[config.mk]
export PLATFORM = sky130hd
export DESIGN_NAME = controle
export DESIGN_NICKNAME = d
export VERILOG_FILES = /design/src/rtl/controle_pkg.sv /design/src/rtl/controle_dec.sv /design/src/rtl/controle.sv
export SDC_FILE = /design/constraint.sdc
export NUM_CORES = 1
export LEC_CHECK = 0
export ABC_AREA = 1
export CAP_MARGIN = 25
export CORE_AREA = 2 2 39 41
export CTS_CLUSTER_DIAMETER = 120
export DETAILED_ROUTE_END_ITERATION = 10
export DIE_AREA = 0 0 41 43
export HOLD_SLACK_MARGIN = 0.02
export PLACE_DENSITY = 0.71
export SYNTH_ARGS = -nofsm -noshare
export SYNTH_HDL_FRONTEND = slang
export SYNTH_SLANG_ARGS = --single-unit
[constraint.sdc]
create_clock -name ck -period 2.18 [get_ports ck]
set_input_delay 0.218 -clock ck [delete_from_list [all_inputs] [get_ports ck]]
set_output_delay 0.218 -clock ck [all_outputs]
set_load 0.02 [all_outputs]
[src/rtl/controle_pkg.sv]
// Shared definitions for the controle sequencer: state codes, mux select
// codes, ULA operation helper and the packed control word.
package controle_pkg;

  typedef logic [2:0] state_t;

  localparam state_t ST_IDLE = 3'd0;
  localparam state_t ST_LDX  = 3'd1;
  localparam state_t ST_MAB  = 3'd2;
  localparam state_t ST_ADB  = 3'd3;
  localparam state_t ST_MUX2 = 3'd4;
  localparam state_t ST_ADC  = 3'd5;
  localparam state_t ST_FIM  = 3'd6;

  // M0 selects (operand constants)
  localparam logic [1:0] SEL_ZERO = 2'b00;
  localparam logic [1:0] SEL_A    = 2'b01;
  localparam logic [1:0] SEL_B    = 2'b10;
  localparam logic [1:0] SEL_C    = 2'b11;

  // M1 selects (first ULA input)
  localparam logic [1:0] SEL1_OUTM0 = 2'b00;
  localparam logic [1:0] SEL1_REGX  = 2'b01;
  localparam logic [1:0] SEL1_REGS  = 2'b10;
  localparam logic [1:0] SEL1_REGH  = 2'b11;

  // M2 selects (second ULA input)
  localparam logic [1:0] SEL2_REGX  = 2'b00;
  localparam logic [1:0] SEL2_OUTM0 = 2'b01;
  localparam logic [1:0] SEL2_REGS  = 2'b10;
  localparam logic [1:0] SEL2_REGH  = 2'b11;

  // Abstract ULA operation kinds; the physical h code depends on H_MUL
  localparam logic OP_ADD = 1'b0;
  localparam logic OP_MUL = 1'b1;

  typedef struct packed {
    logic       lx;
    logic [1:0] m0;
    logic [1:0] m1;
    logic [1:0] m2;
    logic       h;
    logic       ls;
    logic       lh;
    logic       done;
    logic       ocupado;
  } ctrl_t;

  localparam ctrl_t CTRL_IDLE = ctrl_t'(12'h000);

  // Map an abstract operation kind onto the h encoding of the operativo
  function automatic logic ula_code(input logic is_mul, input logic h_mul);
    return is_mul ? h_mul : ~h_mul;
  endfunction

endpackage

[src/rtl/controle_dec.sv]
// Control word decoder: turns a state (and the captured mode) into the
// full set of datapath strobes and selects. Purely combinational.
module controle_dec
  import controle_pkg::*;
#(
  parameter logic H_MUL = 1'b1
) (
  input  state_t state,
  input  logic   modo_r,
  output ctrl_t  cw
);

  // Decode the control word for the given state; unused selects stay 00
  always_comb begin
    cw = CTRL_IDLE;
    case (state)
      ST_IDLE: cw = CTRL_IDLE;
      ST_LDX: begin
        cw.lx      = 1'b1;
        cw.ocupado = 1'b1;
      end
      ST_MAB: begin
        cw.m0      = SEL_A;
        cw.m1      = SEL1_OUTM0;
        cw.m2      = SEL2_REGX;
        cw.h       = ula_code(OP_MUL, H_MUL);
        cw.lh      = 1'b1;
        cw.ocupado = 1'b1;
      end
      ST_ADB: begin
        cw.m0      = SEL_B;
        cw.m1      = SEL1_OUTM0;
        cw.m2      = SEL2_REGH;
        cw.h       = ula_code(OP_ADD, H_MUL);
        cw.lh      = 1'b1;
        cw.ocupado = 1'b1;
      end
      ST_MUX2: begin
        // Linear mode starts the chain with B*X, quadratic continues with RegH*X
        if (modo_r) begin
          cw.m0 = SEL_B;
          cw.m1 = SEL1_OUTM0;
        end else begin
          cw.m0 = SEL_ZERO;
          cw.m1 = SEL1_REGH;
        end
        cw.m2      = SEL2_REGX;
        cw.h       = ula_code(OP_MUL, H_MUL);
        cw.lh      = 1'b1;
        cw.ocupado = 1'b1;
      end
      ST_ADC: begin
        cw.m0      = SEL_C;
        cw.m1      = SEL1_OUTM0;
        cw.m2      = SEL2_REGH;
        cw.h       = ula_code(OP_ADD, H_MUL);
        cw.ls      = 1'b1;
        cw.ocupado = 1'b1;
      end
      ST_FIM: begin
        cw.done    = 1'b1;
        cw.ocupado = 1'b1;
      end
      default: cw = CTRL_IDLE;
    endcase
  end

endmodule

[src/rtl/controle.sv]
// Sequencer for the operativo datapath evaluating A*X^2+B*X+C (modo=0) or
// B*X+C (modo=1). Moore machine; the control word is registered from the
// decode of the next state so outputs never see inicio/modo combinationally.
module controle
  import controle_pkg::*;
#(
  parameter logic H_MUL = 1'b1
) (
  input  logic       ck,
  input  logic       rst,
  input  logic       inicio,
  input  logic       modo,
  output logic       lx,
  output logic [1:0] m0,
  output logic [1:0] m1,
  output logic [1:0] m2,
  output logic       h,
  output logic       ls,
  output logic       lh,
  output logic       done,
  output logic       ocupado
);

  state_t state_r;
  state_t state_nxt;
  logic   modo_r;
  logic   modo_nxt;
  ctrl_t  ctrl_nxt;
  ctrl_t  ctrl_r;

  // Next-state logic; inicio and modo are only looked at in IDLE
  always_comb begin
    state_nxt = state_r;
    modo_nxt  = modo_r;
    case (state_r)
      ST_IDLE: begin
        if (inicio) begin
          state_nxt = ST_LDX;
          modo_nxt  = modo;
        end else begin
          state_nxt = ST_IDLE;
        end
      end
      ST_LDX: begin
        if (modo_r) begin
          state_nxt = ST_MUX2;
        end else begin
          state_nxt = ST_MAB;
        end
      end
      ST_MAB:  state_nxt = ST_ADB;
      ST_ADB:  state_nxt = ST_MUX2;
      ST_MUX2: state_nxt = ST_ADC;
      ST_ADC:  state_nxt = ST_FIM;
      ST_FIM:  state_nxt = ST_IDLE;
      default: state_nxt = ST_IDLE;
    endcase
  end

  controle_dec #(.H_MUL(H_MUL)) u_dec (
    .state  (state_nxt),
    .modo_r (modo_nxt),
    .cw     (ctrl_nxt)
  );

  // State, captured mode and registered control word
  always_ff @(posedge ck or negedge rst) begin
    if (!rst) begin
      state_r <= ST_IDLE;
      modo_r  <= 1'b0;
      ctrl_r  <= CTRL_IDLE;
    end else begin
      state_r <= state_nxt;
      modo_r  <= modo_nxt;
      ctrl_r  <= ctrl_nxt;
    end
  end

  assign lx      = ctrl_r.lx;
  assign m0      = ctrl_r.m0;
  assign m1      = ctrl_r.m1;
  assign m2      = ctrl_r.m2;
  assign h       = ctrl_r.h;
  assign ls      = ctrl_r.ls;
  assign lh      = ctrl_r.lh;
  assign done    = ctrl_r.done;
  assign ocupado = ctrl_r.ocupado;

endmodule
==> results of run 1 <==
## metal layers
layer	up-vias	part of all wire [%]	global-route usage [%]
li1	199	-	-
met1	180	38	14.7
met2	16	51	19.7
met3	5	6.6	3.14
met4	0	3.7	10.0
met5	-	0	0
## registers in the layout, summed over array words and instances (netlist names)
register	flops
ocupado	1
done	1
lx	1
m2	1
state_r	3
m0	2
h	1
modo_r	1
ls	1
lh	1
m1	1
## worst max-delay path, delay by kind of cell, from the launching register on
family	cells	cell delay (ns)
flip-flops	1	0.47
adder cells (fa/ha/maj)	1	0.32
buffers and inverters	1	0.04
AND/OR/NAND/NOR	5	0.56
## power by group
part / switching, uW / internal (uW) / leakage, uW
clock network: 78.1 / 64.2 / 0.0000138
logic: 341 / 240 / 0.000198
registers: 57.0 / 362 / 0.000178
## per-stage QoR
stage | utilization [%] | cells | setup WS [ns] | power, uW
2_1_floorplan | - | 56 | 0.820 | 805
3_3_place_gp | 52.5 | 85 | 0.721 | 996
3_5_place_dp | 52.5 | 85 | 0.709 | 1000
4_1_cts | 54.2 | 88 | 0.692 | 1150
5_1_grt | 54.2 | 88 | 0.579 | 1230
6_report | 54.2 | 88 | 0.686 | 1140
## path summary, 6_finish.rpt
check / from / endpoint / slack, ns
max in group asynchronous: rst / ocupado$_DFF_PN0_ / 1.48
setup reg to reg: state_r[2]$_DFF_PN0_ / m1[0]$_DFF_PN0_ / 0.69
min in group ck: inicio / lx$_DFF_PN0_ / 0.58
hold reg to reg: modo_r$_DFF_PN0_ / m0[0]$_DFF_PN0_ / 0.59
hold / removal: rst / m0[1]$_DFF_PN0_ / 0.31
setup / recovery: state_r[2]$_DFF_PN0_ / m1[0]$_DFF_PN0_ / 0.69
## cells in the final DEF, fill, tap and decap left out
cell type,instances
a21o_1,1
a21oi_1,1
and2_1,1
clkbuf_4,3
clkdlybuf4s50_1,15
dfrtp_1,14
ha_1,1
inv_1,8
inv_2,3
nand2_1,10
nand2_2,2
nand3_1,1
nand3_2,2
nand3b_1,1
nand4_1,1
nor2_1,3
nor2_2,4
o21ai_2,1
## cell families after synthesis
group,after synthesis,synth area share [%]
flops,14,61.3
fa+ha+maj,1,2.19
buf+inv,13,9.85
simple gates,25,23.0
compound gates,3,3.72
## cell type report
type	instances	area, um2
flip-flops and latches	14	350
multi-input cells	29	165
clock buffers	3	22.5
repair buffers	15	150
inverters	11	41.3
well taps	16	20.0
fillers	125	634
==> impl_metrics.env, run 1 <==
export IMPL_nNetsFinal=79
export IMPL_cts_tree="yes"
export IMPL_synth_seq_cells=14
export IMPL_timing_final_crit_share_pct=68.5
export IMPL_placed_area_um2=727
export IMPL_grt_max_degree=15
export IMPL_cts_repair_resized=0
export IMPL_drt_iter0_drc=5
export IMPL_rows=14
export IMPL_path_max_fanout=6
export IMPL_wl_per_cell_um=10.4
export IMPL_start_util_pct=41.3
export IMPL_syn_inst=56
export IMPL_io_pins=16
export IMPL_report_final_slew_viol_count=0
export IMPL_min_path_type="in2async"
export IMPL_synthesis_nets=61
export IMPL_ys_seq_area_share_pct=61.3
export IMPL_cp_slowest_cell="dfrtp_1"
export IMPL_cts_buffers=3
export IMPL_path_class="reg2reg"
export IMPL_core_mm2=0.00138
export IMPL_finalWirelength_um=919
export IMPL_powerDensity_mw_per_mm2=1520
export IMPL_dr_pass1_iters=2
export IMPL_synth_cell_type_count=17
export IMPL_grt_pass1_vias=374
export IMPL_htreeDepth=1
export IMPL_yosys_area_top_type="dfrtp_1"
export IMPL_arrival_ns=1.67
export IMPL_clk_pin_slew_ns=0.08
export IMPL_vdd_ir_drop_max_uv=721
export IMPL_outcome="completed"
export IMPL_worstPathRequired_ns=2.36
export IMPL_synthTopCellsByArea="dfrtp_1, nand2_1, inv_1, nor2_2, nand3_2"
export IMPL_ys_async_sr_fraction_pct=100
export IMPL_vias=400
export IMPL_cp_end_kind="register"
export IMPL_yosysWarnings=0
export IMPL_synth_commonest_cells="dfrtp_1, nand2_1, inv_1"
export IMPL_maxCapViolations=0
export IMPL_relSlewSlack_pct=59.9
export IMPL_setup_violations=0
export IMPL_hold_viol=0
export IMPL_worstPathCellList="nor2_2, nand2_2, nand2_1, inv_2, ha_1, nor2_2, and2_1"
export IMPL_post_cts_buffers=0
export IMPL_antenna_found_initial=0
export IMPL_grt_ovfl_total=0
export IMPL_gp_congestion=0.855
export IMPL_dp_hpwl_um=676
export IMPL_grt_pass1_wl_um=1490
export IMPL_floorplan_die_area_mm2=0.00176
export IMPL_diodes=0
export IMPL_grt_total_usage_pct=13.0
export IMPL_hold_buffers=0
export IMPL_hold_slack_ns=0.310
export IMPL_rsz0062_at_grt="no"
export IMPL_synth_top_area_share_pct=61.3
export IMPL_syn_avg_cell_area_um2=10.2
export IMPL_worst_slew_pin_slew_ns=0.600
export IMPL_drive_gt1_share_pct=20.8
export IMPL_drc_errors=0
export IMPL_r2r_cells=7
export IMPL_synth_edf_count=0
export IMPL_die_x_um=41
export IMPL_syn_area_um2=572
export IMPL_via_per_inst=4.55
export IMPL_critical_path_max_stage_delay_ns=0.47
export IMPL_startpoint_type="register"
export IMPL_final_antenna_net_count=0
export IMPL_final_area_um2=749
export IMPL_min_period_ns=1.49
export IMPL_port_buffers=15
export IMPL_cts_root_buf="clkbuf_4"
export IMPL_cpMostUsedCell="nor2_2"
export IMPL_die_h_um=43
export IMPL_ctsLongestPathBuffers=2
export IMPL_yosysMostFrequentCell="dfrtp_1"
export IMPL_final_setup_tns_ns=0
export IMPL_worstSkewPairLatency_ns=0.28
export IMPL_fin_worst_skew_ns=0.00358
export IMPL_leakage_uw=0.000390
export IMPL_synthFlopType="dfrtp_1"
export IMPL_cts_sinks=14
export IMPL_area_growth_syn_to_layout_pct=31.1
export IMPL_fmax_mhz=669
(Power assumes the default switching activity.)
==> run 2: changes to the inputs <==
--- a/config.mk
+++ b/config.mk
@@ -7,12 +7,11 @@
 export LEC_CHECK = 0
 export ABC_AREA = 1
 export CAP_MARGIN = 25
-export CORE_AREA = 2 2 39 41
+export CORE_UTILIZATION = 40
 export CTS_CLUSTER_DIAMETER = 120
 export DETAILED_ROUTE_END_ITERATION = 10
-export DIE_AREA = 0 0 41 43
 export HOLD_SLACK_MARGIN = 0.02
-export PLACE_DENSITY = 0.71
+export PLACE_DENSITY = 0.69
 export SYNTH_ARGS = -nofsm -noshare
 export SYNTH_HDL_FRONTEND = slang
 export SYNTH_SLANG_ARGS = --single-unit
==> constraint.sdc (replaced) <==
create_clock -name ck -period 1.3 [get_ports ck]
set_input_delay 0.13 -clock ck [delete_from_list [all_inputs] [get_ports ck]]
set_output_delay 0.13 -clock ck [all_outputs]
set_load 0.02 [all_outputs]
==> impl_metrics.env, run 2 (synthesized netlist as in run 1, its figures left out) <==
export IMPL_outcome="finished, violations left"
export IMPL_violations="negative setup slack"
export IMPL_cp_slowest_cell="dfrtp_2"
export IMPL_antenna_found_initial=0
export IMPL_cts_buffers=3
export IMPL_cp_end_kind="register"
export IMPL_io_pins=16
export IMPL_startpoint="state_r[2]$_DFF_PN0_"
export IMPL_cts_sinks=14
export IMPL_wl_met1_um=567
export IMPL_grt_total_usage_pct=16.6
export IMPL_min_period_ns=1.36
export IMPL_rsz0062_at_grt="yes"
export IMPL_final_setup_tns_ns=-0.154
export IMPL_diodes=0
export IMPL_rows=13
export IMPL_cts_tree="yes"
export IMPL_floorplan_die_area_mm2=0.00158
export IMPL_nNetsFinal=93
export IMPL_layout_setup_ws_ns=-0.0562
export IMPL_finalWirelength_um=1160
export IMPL_core_mm2=0.00132
export IMPL_grt_pass1_wl_um=1590
export IMPL_p_comb_share_pct=58.0
export IMPL_cp_top_family="flip-flops"
export IMPL_worstPathRequired_ns=1.48
export IMPL_min_path_type="in2async"
export IMPL_met3_length_um=50
export IMPL_grt_max_degree=15
export IMPL_area_growth_syn_to_layout_pct=54.0
export IMPL_start_util_pct=43.4
export IMPL_wl_per_cell_um=11.4
export IMPL_final_cell_mix="buf_4, dfrtp_1, dlygate4sd2_1"
export IMPL_die_x_um=39.8
export IMPL_grt_pass1_vias=372
export IMPL_drc_errors=0
export IMPL_port_buffers=15
export IMPL_worstSkewPairLatency_ns=0.28
export IMPL_dp_hpwl_um=835
export IMPL_placed_area_um2=823
export IMPL_drive_gt1_share_pct=40.2
export IMPL_total_power_uw=2400
export IMPL_drt_iter0_drc=19
export IMPL_p_sw_uw=974
export IMPL_arrival_ns=1.54
export IMPL_worst_slew_pin_slew_ns=0.211
export IMPL_clk_pin_slew_ns=0.09
export IMPL_largest_reg_flops=3
export IMPL_path_max_fanout=5
export IMPL_vdd_ir_drop_max_uv=1700
export IMPL_rr_startpoint="state_r[2]$_DFF_PN0_"
export IMPL_final_util_pct=66.9
export IMPL_top_register="state_r"
export IMPL_fillCellCount=112
export IMPL_fin_worst_skew_ns=0.00651
export IMPL_hold_viol=0
export IMPL_final_antenna_net_count=0
export IMPL_ctsLongestPathBuffers=2
export IMPL_top_layer_used="met3"
export IMPL_startpoint_type="register"
export IMPL_hold_slack_ns=0.139
export IMPL_grt_ovfl_total=0
export IMPL_setup_violations=3
export IMPL_leakage_uw=0.000506
export IMPL_final_area_um2=881
export IMPL_relSlewSlack_pct=85.9
export IMPL_vias=473
export IMPL_htreeDepth=1
export IMPL_fmax_mhz=737
export IMPL_multi_input_area_um2=193
export IMPL_p_int_uw=1420
export IMPL_gp_congestion=0.894
export IMPL_maxCapViolations=0
export IMPL_critical_path_buf_inv_count=1
export IMPL_dr_pass1_iters=5
export IMPL_critical_path_max_stage_delay_ns=0.47
export IMPL_seqPwrFrac_pct=28.9
export IMPL_timing_final_crit_share_pct=104
export IMPL_path_class="reg2reg"
export IMPL_report_final_slew_viol_count=0
export IMPL_worstPathCellList="nor2_4, nand2_2, nand2_2, inv_2, ha_4, nor2_4, and2_1"
export IMPL_seq_area_um2=352
export IMPL_cts_root_buf="clkbuf_4"
export IMPL_final_common_cell="buf_4"
export IMPL_dr_wl_met2_um=546
export IMPL_via_per_inst=4.64
export IMPL_p_clk_share_pct=13.1
export IMPL_powerDensity_mw_per_mm2=2720
export IMPL_switching_share_pct=40.7
export IMPL_die_h_um=39.8
[run 2: worst paths after layout]
path                                             end  slack, ns  depth (start not counted)
worst max-delay path                 m1[0]$_DFF_PN0_      -0.06                          7
worst max register to register       m1[0]$_DFF_PN0_      -0.06                          7
max in group asynchronous       state_r[2]$_DFF_PN0_       0.98                          2
min in group ck                         lx$_DFF_PN0_       0.48                          5
worst min register to register       m0[0]$_DFF_PN0_       0.63                          3
worst min-delay path                 m2[0]$_DFF_PN0_       0.14                          2
[run 2: repair_timing]
action / 4_1_cts / 5_1_grt
buffers inserted: 1 / 2
hold buffers: 0 / 0
gates resized for setup: 15 / 2
pin swaps: 1 / 5
setup endpoints to repair: 15 / 5
[run 2: power by group through the flow]
stage | clock network [uW] | logic (uW) | registers (uW)
6_report | 314 | 1390 | 693
3_3_place_gp | 0 | 1280 | 682
2_1_floorplan | 0 | 572 | 840
3_5_place_dp | 0 | 1300 | 694
4_1_cts | 315 | 1260 | 690
5_1_grt | 339 | 1490 | 706
[run 2: area by class of cell]
cell class	instances	area share, %
Timing Repair Buffer	29	27.3
Multi-Input combinational cell	29	21.9
Clock buffer	4	4.12
Tap cell	15	2.13
Inverter	11	4.69
Sequential cell	14	39.9
[run 2: stage by stage]
| step | instances | worst slack, ns |
|---|---|---|
| after detailed placement | 95 | -0.0712 |
| after global routing | 102 | -0.104 |
| final | 102 | -0.0562 |
| after global placement | 95 | -0.0382 |
| after CTS | 100 | -0.0206 |
| after floorplan | 56 | 0.00609 |
[run 2: metal layers]
layer / up-vias / global-route usage [%]
li1: 235 / -
met1: 222 / 20.3
met2: 16 / 25.0
met3: 0 / 6.82
met4: 0 / 7.76
met5: - / 0
==> run 3: changes to the inputs <==
--- a/config.mk
+++ b/config.mk
@@ -14,4 +14,5 @@
 export PLACE_DENSITY = 0.69
 export SYNTH_ARGS = -nofsm -noshare
 export SYNTH_HDL_FRONTEND = slang
+export SYNTH_HIERARCHICAL = 1
 export SYNTH_SLANG_ARGS = --single-unit
==> impl_metrics.env, run 3 <==
export IMPL_ys_seq_area_share_pct=66.1
export IMPL_report_final_slew_viol_count=0
export IMPL_dr_pass1_iters=4
export IMPL_fmax_mhz=797
export IMPL_wl_per_cell_um=10.8
export IMPL_gp_congestion=0.812
export IMPL_drive_gt1_share_pct=20.2
export IMPL_grt_total_usage_pct=17.2
export IMPL_timing_final_crit_share_pct=96.5
export IMPL_path_class="reg2reg"
export IMPL_arrival_ns=1.42
export IMPL_via_per_inst=4.81
export IMPL_r2r_cells=6
export IMPL_outcome="completed"
export IMPL_total_power_uw=2260
export IMPL_core_mm2=0.00135
export IMPL_vdd_ir_drop_max_uv=1830
export IMPL_grt_pass1_wl_um=1760
export IMPL_syn_area_um2=606
export IMPL_layout_setup_ws_ns=0.0454
export IMPL_fin_worst_skew_ns=0.00324
export IMPL_synthesis_nets=67
export IMPL_cts_buffers=3
export IMPL_diodes=0
export IMPL_leakage_uw=0.000483
export IMPL_ctsLongestPathBuffers=2
export IMPL_ys_async_sr_fraction_pct=100
export IMPL_synth_edf_count=0
export IMPL_grt_ovfl_total=0
export IMPL_yosysMostFrequentCell="nand2_1"
export IMPL_startpoint_type="register"
export IMPL_grt_max_degree=17
export IMPL_cp_end_kind="register"
export IMPL_rsz0062_at_grt="yes"
export IMPL_largest_reg_flops=3
export IMPL_drc_errors=0
export IMPL_area_growth_syn_to_layout_pct=37.6
export IMPL_synth_cell_type_count=11
export IMPL_final_common_cell="nand2_1"
export IMPL_syn_inst=63
export IMPL_syn_avg_cell_area_um2=9.61
export IMPL_min_path_type="in2async"
export IMPL_final_cell_mix="nand2_1, dfrtp_1, dlygate4sd2_1"
export IMPL_top_register="state_r"
export IMPL_io_pins=16
export IMPL_grt_pass1_vias=408
export IMPL_cts_root_buf="clkbuf_4"
export IMPL_path_max_fanout=7
export IMPL_die_h_um=40.9
export IMPL_floorplan_die_area_mm2=0.00167
export IMPL_synthTopCellsByArea="dfrtp_1, nand2_1, nand3_1, inv_1, nor2_1"
export IMPL_setup_violations=0
export IMPL_finalWirelength_um=1070
export IMPL_powerDensity_mw_per_mm2=2710
export IMPL_yosysWarnings=6
export IMPL_synth_commonest_cells="nand2_1, dfrtp_1, inv_1, nand3_1, nor2_1"
export IMPL_cts_tree="yes"
export IMPL_placed_area_um2=773
export IMPL_clk_pin_slew_ns=0.09
export IMPL_r2r_setup_slack_ns=0.05
export IMPL_htreeDepth=1
export IMPL_synthFlopType="dfrtp_1"
export IMPL_drt_iter0_drc=7
export IMPL_dp_hpwl_um=729
export IMPL_nNetsFinal=89
export IMPL_maxCapViolations=0
export IMPL_worstSkewPairLatency_ns=0.28
export IMPL_final_util_pct=61.7
export IMPL_synth_top_area_share_pct=66.1
export IMPL_hold_viol=0
export IMPL_final_antenna_net_count=0
export IMPL_relSlewSlack_pct=81.5
export IMPL_worstPathRequired_ns=1.47
export IMPL_rr_startpoint="state_r[2]$_DFF_PN0_"
export IMPL_vias=476
export IMPL_dp_slack_ns=-0.0717
export IMPL_cts_sinks=16
export IMPL_final_area_um2=833
export IMPL_synth_seq_cells=16
export IMPL_r2r_end="ocupado$_DFF_PN0_"
export IMPL_worst_slew_pin_slew_ns=0.278
export IMPL_min_period_ns=1.25
export IMPL_start_util_pct=44.9
export IMPL_rows=13
export IMPL_port_buffers=15
export IMPL_die_x_um=40.9
export IMPL_yosys_area_top_type="dfrtp_1"
export IMPL_antenna_found_initial=0
run 3: cell type report:
class                           instances  area (um2)
Clock buffer                            4        36.3
Tap cell                               15        18.8
Fill cell                             117         517
Timing Repair Buffer                   19         165
Inverter                                8        30.0
Multi-Input combinational cell         37         181
Sequential cell                        16         402
run 3: worst max path at each step:
| stage | from | end | slack (ns) |
|---|---|---|---|
| 2_1_floorplan | state_r[2]$_DFF_PN0_ | m2[1]$_DFF_PN0_ | 0.08 |
| 3_3_place_gp | inicio | m1[1]$_DFF_PN0_ | -0.01 |
| 3_5_place_dp | inicio | m1[0]$_DFF_PN0_ | -0.07 |
| 4_1_cts | state_r[2]$_DFF_PN0_ | m1[0]$_DFF_PN0_ | 0.03 |
| 5_1_grt | state_r[2]$_DFF_PN0_ | m0[1]$_DFF_PN0_ | -0.02 |
| 6_report | state_r[2]$_DFF_PN0_ | ocupado$_DFF_PN0_ | 0.05 |
run 3: metrics by stage:
step | instances | TNS (ns) | hold slack (ns)
floorplan | 63 | 0 | -0.166
global placement | 92 | -0.0290 | 0.465
detailed placement | 92 | -0.149 | 0.473
CTS | 96 | 0 | 0.158
global route | 99 | -0.0817 | 0.163
finish | 99 | 0 | 0.157
run 3: critical path: stages, from the launching register on:
cell and delay (ns):
dfrtp_1 0.40, inv_2 0.07, buf_4 0.14, o22ai_4 0.26
inv_2 0.08, nand2_1 0.10, nand3_1 0.09
run 3: routing by layer:
metal | vias to the layer above | track usage [%] | share of wire [%]
li1 | 232 | - | -
met1 | 229 | 21.1 | 45
met2 | 13 | 24.2 | 47
met3 | 2 | 9.78 | 7.0
met4 | 0 | 7.50 | 1.3
met5 | - | 0 | 0
run 3: kinds of logic after synthesis:
group / Yosys count / synth area share (%)
compound gates: 2 / 1.86
buf+inv: 10 / 7.44
flops: 16 / 66.1
simple gates: 35 / 24.6
run 3: where the power goes:
group	switching, uW	total (uW)	internal (uW)
logic	720	1140	422
registers	102	804	702
clock network	146	316	171
total	969	2260	1290
run 3: what timing repair did:
item	in CTS	in global routing
hold endpoints to repair	0	0
gates resized for setup	12	7
hold buffers	0	0
setup buffers	0	3
setup endpoints to repair	12	12
cloned	0	0
pin swaps	0	2
